<file path="src/rtl/life_readout_if.sv">
// life_readout_if: word stream from life_readout toward the host/bus bridge
//   word_data  [WORD_W]  packed frame bits, LSB = earliest bit (master -> slave)
//   word_valid           word_data/word_last valid, held until accepted (master -> slave)
//   word_last            final word of the frame (master -> slave)
//   word_ready           consumer accepts when valid && ready at a clk edge (slave -> master)
interface life_readout_if #(
    parameter int WORD_W = 8
);
    logic [WORD_W-1:0] word_data;
    logic              word_valid;
    logic              word_ready;
    logic              word_last;
    modport master (output word_data, output word_valid, output word_last, input word_ready);
    modport slave  (input word_data, input word_valid, input word_last, output word_ready);
endinterface

</file>
<file path="src/rtl/life_readout.sv">
// life_readout: captures a cell shift chain and deserializes it into words on a valid/ready stream
//   clk         clock
//   reset       asynchronous active-low reset
//   start       frame request, sampled only while idle
//   busy        high whenever a frame is in progress
//   load_out    one-cycle chain capture strobe
//   shift       one-cycle chain shift strobe per bit advanced
//   chain_in    serial bit from the last cell of the chain
//   wr          word stream (life_readout_if.master)
//   done        one-cycle pulse after the final word is accepted
//   live_count  ones sampled in the current frame (only with READOUT_POPCOUNT_EN defined)
module life_readout #(
    parameter int CHAIN_LEN = 64,
    parameter int WORD_W    = 8
) (
    input  logic           clk,
    input  logic           reset,
    input  logic           start,
    output logic           busy,
    output logic           load_out,
    output logic           shift,
    input  logic           chain_in,
    life_readout_if.master wr,
    output logic           done
`ifdef READOUT_POPCOUNT_EN
    ,
    output logic [$clog2(CHAIN_LEN+1)-1:0] live_count
`endif
);
    localparam int BCW = $clog2(CHAIN_LEN + 1);
    localparam int WPW = (WORD_W > 1) ? $clog2(WORD_W) : 1;
    localparam logic [BCW-1:0] LAST_BIT = BCW'(CHAIN_LEN - 1);
    localparam logic [BCW-1:0] FULL     = BCW'(CHAIN_LEN);
    localparam logic [WPW-1:0] LAST_POS = WPW'(WORD_W - 1);

    typedef enum logic [2:0] {IDLE, CAPTURE, SAMPLE, EMIT, DONE} state_t;

    state_t            state, state_nx;
    logic [BCW-1:0]    bitcnt;
    logic [WPW-1:0]    wpos;
    logic [WORD_W-1:0] acc;
    logic              last_bit, word_full, frame_end;

    assign last_bit  = bitcnt == LAST_BIT;
    assign word_full = wpos == LAST_POS;
    // bitcnt saturates at CHAIN_LEN once the final bit has been sampled
    assign frame_end = bitcnt == FULL;

    always_ff @(posedge clk or negedge reset)
        if (!reset) state <= IDLE;
        else state <= state_nx;

    always_comb begin
        state_nx = state;
        case (state)
            IDLE:    state_nx = start ? CAPTURE : IDLE;
            CAPTURE: state_nx = SAMPLE;
            SAMPLE:  state_nx = (word_full || last_bit) ? EMIT : SAMPLE;
            EMIT:    state_nx = !wr.word_ready ? EMIT : frame_end ? DONE : SAMPLE;
            DONE:    state_nx = IDLE;
            default: state_nx = IDLE;
        endcase
    end

    // the chain advances in the same cycle a bit is latched, except after the final bit
    assign busy          = state != IDLE;
    assign load_out      = state == CAPTURE;
    assign shift         = state == SAMPLE && !last_bit;
    assign done          = state == DONE;
    assign wr.word_valid = state == EMIT;
    assign wr.word_last  = state == EMIT && frame_end;
    assign wr.word_data  = acc;

    // acc is cleared on acceptance, so unfilled bits of a partial final word read 0
    always_ff @(posedge clk or negedge reset)
        if (!reset) begin
            bitcnt <= '0;
            wpos   <= '0;
            acc    <= '0;
        end else if (state == CAPTURE) begin
            bitcnt <= '0;
            wpos   <= '0;
            acc    <= '0;
        end else if (state == SAMPLE) begin
            acc[wpos] <= chain_in;
            bitcnt    <= frame_end ? bitcnt : bitcnt + 1'b1;
            wpos      <= word_full ? '0 : wpos + 1'b1;
        end else if (state == EMIT && wr.word_ready) begin
            acc <= '0;
        end

`ifdef READOUT_POPCOUNT_EN
    always_ff @(posedge clk or negedge reset)
        if (!reset) live_count <= '0;
        else if (state == CAPTURE) live_count <= '0;
        else if (state == SAMPLE && chain_in) live_count <= live_count + 1'b1;
`endif
endmodule

</file>
<file path="src/flat_wrapper.sv">
// flat-port wrapper written by rule: the top's interface ports become plain ports
module life_readout_flat 
#(
    parameter int CHAIN_LEN = 64,
    parameter int WORD_W    = 8
)
  (clk, reset, start, busy, load_out, shift, chain_in, done, wr_word_data, wr_word_valid, wr_word_last, wr_word_ready);
  life_readout_if #(.WORD_W(WORD_W)) wr_i ();
  input  logic clk;
  input  logic reset;
  input  logic start;
  output logic busy;
  output logic load_out;
  output logic shift;
  input  logic chain_in;
  output logic done;
  output wire logic [$bits(wr_i.word_data)-1:0] wr_word_data;
  output wire logic [$bits(wr_i.word_valid)-1:0] wr_word_valid;
  output wire logic [$bits(wr_i.word_last)-1:0] wr_word_last;
  input wire logic [$bits(wr_i.word_ready)-1:0] wr_word_ready;
  assign wr_word_data = wr_i.word_data;
  assign wr_word_valid = wr_i.word_valid;
  assign wr_word_last = wr_i.word_last;
  assign wr_i.word_ready = wr_word_ready;
  life_readout #(.CHAIN_LEN(CHAIN_LEN), .WORD_W(WORD_W)) u_core (.clk(clk), .reset(reset), .start(start), .busy(busy), .load_out(load_out), .shift(shift), .chain_in(chain_in), .wr(wr_i), .done(done));
endmodule
</file>
<file path="config.mk">
export PLATFORM = sky130hd
export DESIGN_NAME = life_readout_flat
export DESIGN_NICKNAME = d
export VERILOG_FILES = /design/src/rtl/life_readout_if.sv /design/src/rtl/life_readout.sv /design/src/flat_wrapper.sv
export SDC_FILE = /design/constraint.sdc
export NUM_CORES = 1
export LEC_CHECK = 0
export CAP_MARGIN = 0
export CORE_ASPECT_RATIO = 2
export CORE_MARGIN = 2
export CORE_UTILIZATION = 29
export DETAILED_ROUTE_END_ITERATION = 6
export GPL_ROUTABILITY_DRIVEN = 0
export HOLD_SLACK_MARGIN = 0.08
export PLACE_DENSITY = 0.52
export SYNTH_ARGS = -nofsm -noshare
export SYNTH_HDL_FRONTEND = slang
export SYNTH_SLANG_ARGS = --single-unit
</file>
<file path="constraint.sdc">
create_clock -name clk -period 2.1 [get_ports clk]
set_clock_uncertainty 0.05 [all_clocks]
set_input_delay 0.42 -clock clk [delete_from_list [all_inputs] [get_ports clk]]
set_output_delay 0.42 -clock clk [all_outputs]
set_load 0.005 [all_outputs]
</file>
==> flow_summary.toml <==
[finish]
num-fill-cells = 405
fin_area_um2 = 1710
syn2layout_area_growth_pct = 40.4
mostFrequentLayoutCells = "28 x buf_4, 21 x dfrtp_1, 12 x clkdlybuf4s50_1, 10 x inv_1, 5 x a211oi_1"
fin_nets = 173
diodes = 0
drive_gt1_share_pct = 27.0
utilization_pct = 41.9
final_common_cell = "buf_4"

[clock_network]
clk_pin_slew_worst_paths_ps = 80
insertion_delay_ps = 260
cts_buffer_depth = 2
root_buffer = "clkbuf_8"
cts_max_level = 1
clock-sinks = 21
cts_tree = "built"
cts_made_buffers = 3

[flow_run]
max_cap_violations = 0

[timing]
rsz0062_at_grt = "no"
setup_slack_ps = 80.1
relSlewSlack_pct = 66.9
tns_ps = 0
maxSlewViolCount = 0
finalCritPeriodShare_pct = 96.2
hold_viol = 0
fmax_mhz = 495
fin_crit_ps = 2020
setup_viol = 0
worstMarginPinSlew_ps = 496

[grt]
grt_util_all_layers_pct = 14.8
overflow = 0
grt_antenna_before_repair = 0
use_met3_pct = 0.932
grt_util_met1_pct = 14.6
grt_util_met2_pct = 30.3
grt_start_max_net_pins = 22
busiest_layer = "met2"
grt_pass1_vias = 1145
grt_pass1_wl_um = 5330

[floorplan]
io_pins = 19
die_w_um = 49.9
dieArea_um2 = 4770
start_util_pct = 29.8
core.rowCount = 33
core_um2 = 4090
die_y_um = 95.7

[placement]
port_buffers = 18
place_ws_ps = -45.6
placed_area_um2 = 1610
hpwl_um = 2430

[setup_path]
crit_path_end_kind = "output pin"
arrival_ps = 1550
path_buf_inv = 2
r2r_slack_ps = 210
critPathSlowestCell = "dfrtp_1"
worstPathRequired_ps = 1630
start_kind = "register"
slowest_delay_ps = 390
worst-path-max-fanout = 2
critical-path-top-delay-family = "simple AND/OR/NAND/NOR gates"
crit_chain = "or2_4 -> nor4_4 -> buf_4 -> and2_1 -> buf_2"
crit_type = "reg2out"

[pwr]
leakage_nw = 0.797
ir_worst_vdd_uv = 768
power_density_nw_per_um2 = 1370

[logic_synthesis]
synth-warning-count = 0
synthArstFlopShare_pct = 100
synth_cell_types = 41
avgSynthCellArea_um2 = 10.2
syn-cell-area_um2 = 1220
synth_seq_cells = 21
synth-seq-area-share_pct = 43.1
synthCells = 120
synth-main-ff-cell = "dfrtp_1"
synth_fp_nets = 129
synth_edf_count = 0

[routing]
dr.pass1.iters = 4
wl_um = 3170
vias_per_cell = 5.18
route.antenna.remaining_nets = 0
num_vias = 1113
drtIter0Drc = 16
routedWlPerCell_um = 14.7
remaining_drc_errors = 0

[hold_path]
hold_class = "reg2reg"

[run_status]
outcome = "complete, no violations"
[sequential cells by signal (all words and copies together), names as in the netlist]
name and cells:
u_core.bitcnt 7, u_core.wr.word_data 8, u_core.state 3, u_core.wpos 3
[kinds of logic after synthesis]
kind of cell    count (synthesis)  share of synthesized area (%)
compound gates                 32                           21.2
mux                             4                           3.69
simple gates                   42                           21.8
buf+inv                        17                           6.05
flops                          21                           43.1
fa+ha+maj                       4                           4.10
[cell usage after synthesis (3+ instances only)]
cell	count	area, µm²
o31ai_1	3	22.5
dfrtp_1	21	526
o211ai_1	4	30.0
o32ai_1	4	35.0
inv_1	10	37.5
nand3b_1	3	22.5
ha_1	4	50.1
a32o_1	4	40.0
nor2_1	3	11.3
a211oi_1	5	37.5
a21oi_1	3	15.0
nand2_1	5	18.8
mux2i_1	3	30.0
clkbuf_1	4	15.0
nor3b_1	4	30.0
nand3_1	4	20.0
nor3_1	4	20.0
[per-stage QoR]
| step | total power [mW] | cells | hold WS [ps] |
|---|---|---|---|
| after floorplan | 1.46 | 120 | 74.4 |
| after global placement | 1.99 | 207 | 429 |
| after detailed placement | 2.04 | 207 | 440 |
| after CTS | 2.32 | 212 | 457 |
| after global routing | 2.53 | 215 | 479 |
| final | 2.34 | 215 | 446 |
[where the power goes]
part	switching (mW)	internal [mW]
registers	0.153	0.582
logic	0.591	0.748
clock network	0.132	0.135
total	0.876	1.46
[worst paths after layout]
check                      cells after the start                                 end                          startpoint
setup reg to reg                               5  u_core.wr.word_data[4]$_DFFE_PN0P_           u_core.state[1]$_DFF_PN0_
hold / removal                                 1  u_core.wr.word_data[2]$_DFFE_PN0P_  u_core.wr.word_data[2]$_DFFE_PN0P_
hold reg to reg                                1  u_core.wr.word_data[2]$_DFFE_PN0P_  u_core.wr.word_data[2]$_DFFE_PN0P_
setup / recovery                               5                        wr_word_last        u_core.bitcnt[3]$_DFFE_PN0P_
max in group asynchronous                      2  u_core.wr.word_data[2]$_DFFE_PN0P_                               reset
min in group asynchronous                      2  u_core.wr.word_data[4]$_DFFE_PN0P_                               reset
[cell type report]
class                   count  area (µm²)  share of cell area [%]
flip-flops and latches     21         526                    30.7
multi-input cells          82         653                    38.1
repair buffers             46         387                    22.6
well taps                  52        65.1                    3.80
inverters                  10        37.5                    2.19
clock buffers               4        45.0                    2.63
[per-layer routing]
metal  up-vias  part of all wire (%)
li1        540                     -
met2        19                    59
met1       548                    36
met4         0                   2.5
met5         -                     0
met3         6                   1.9
[repair_timing]
action,in CTS,in global routing
cloned,0,0
pin swaps,1,1
gates resized for setup,12,5
hold buffers,0,0
buffers inserted,1,3
endpoints found under the setup margin,5,3
Note: power is estimated with default switching activity, not from simulation.
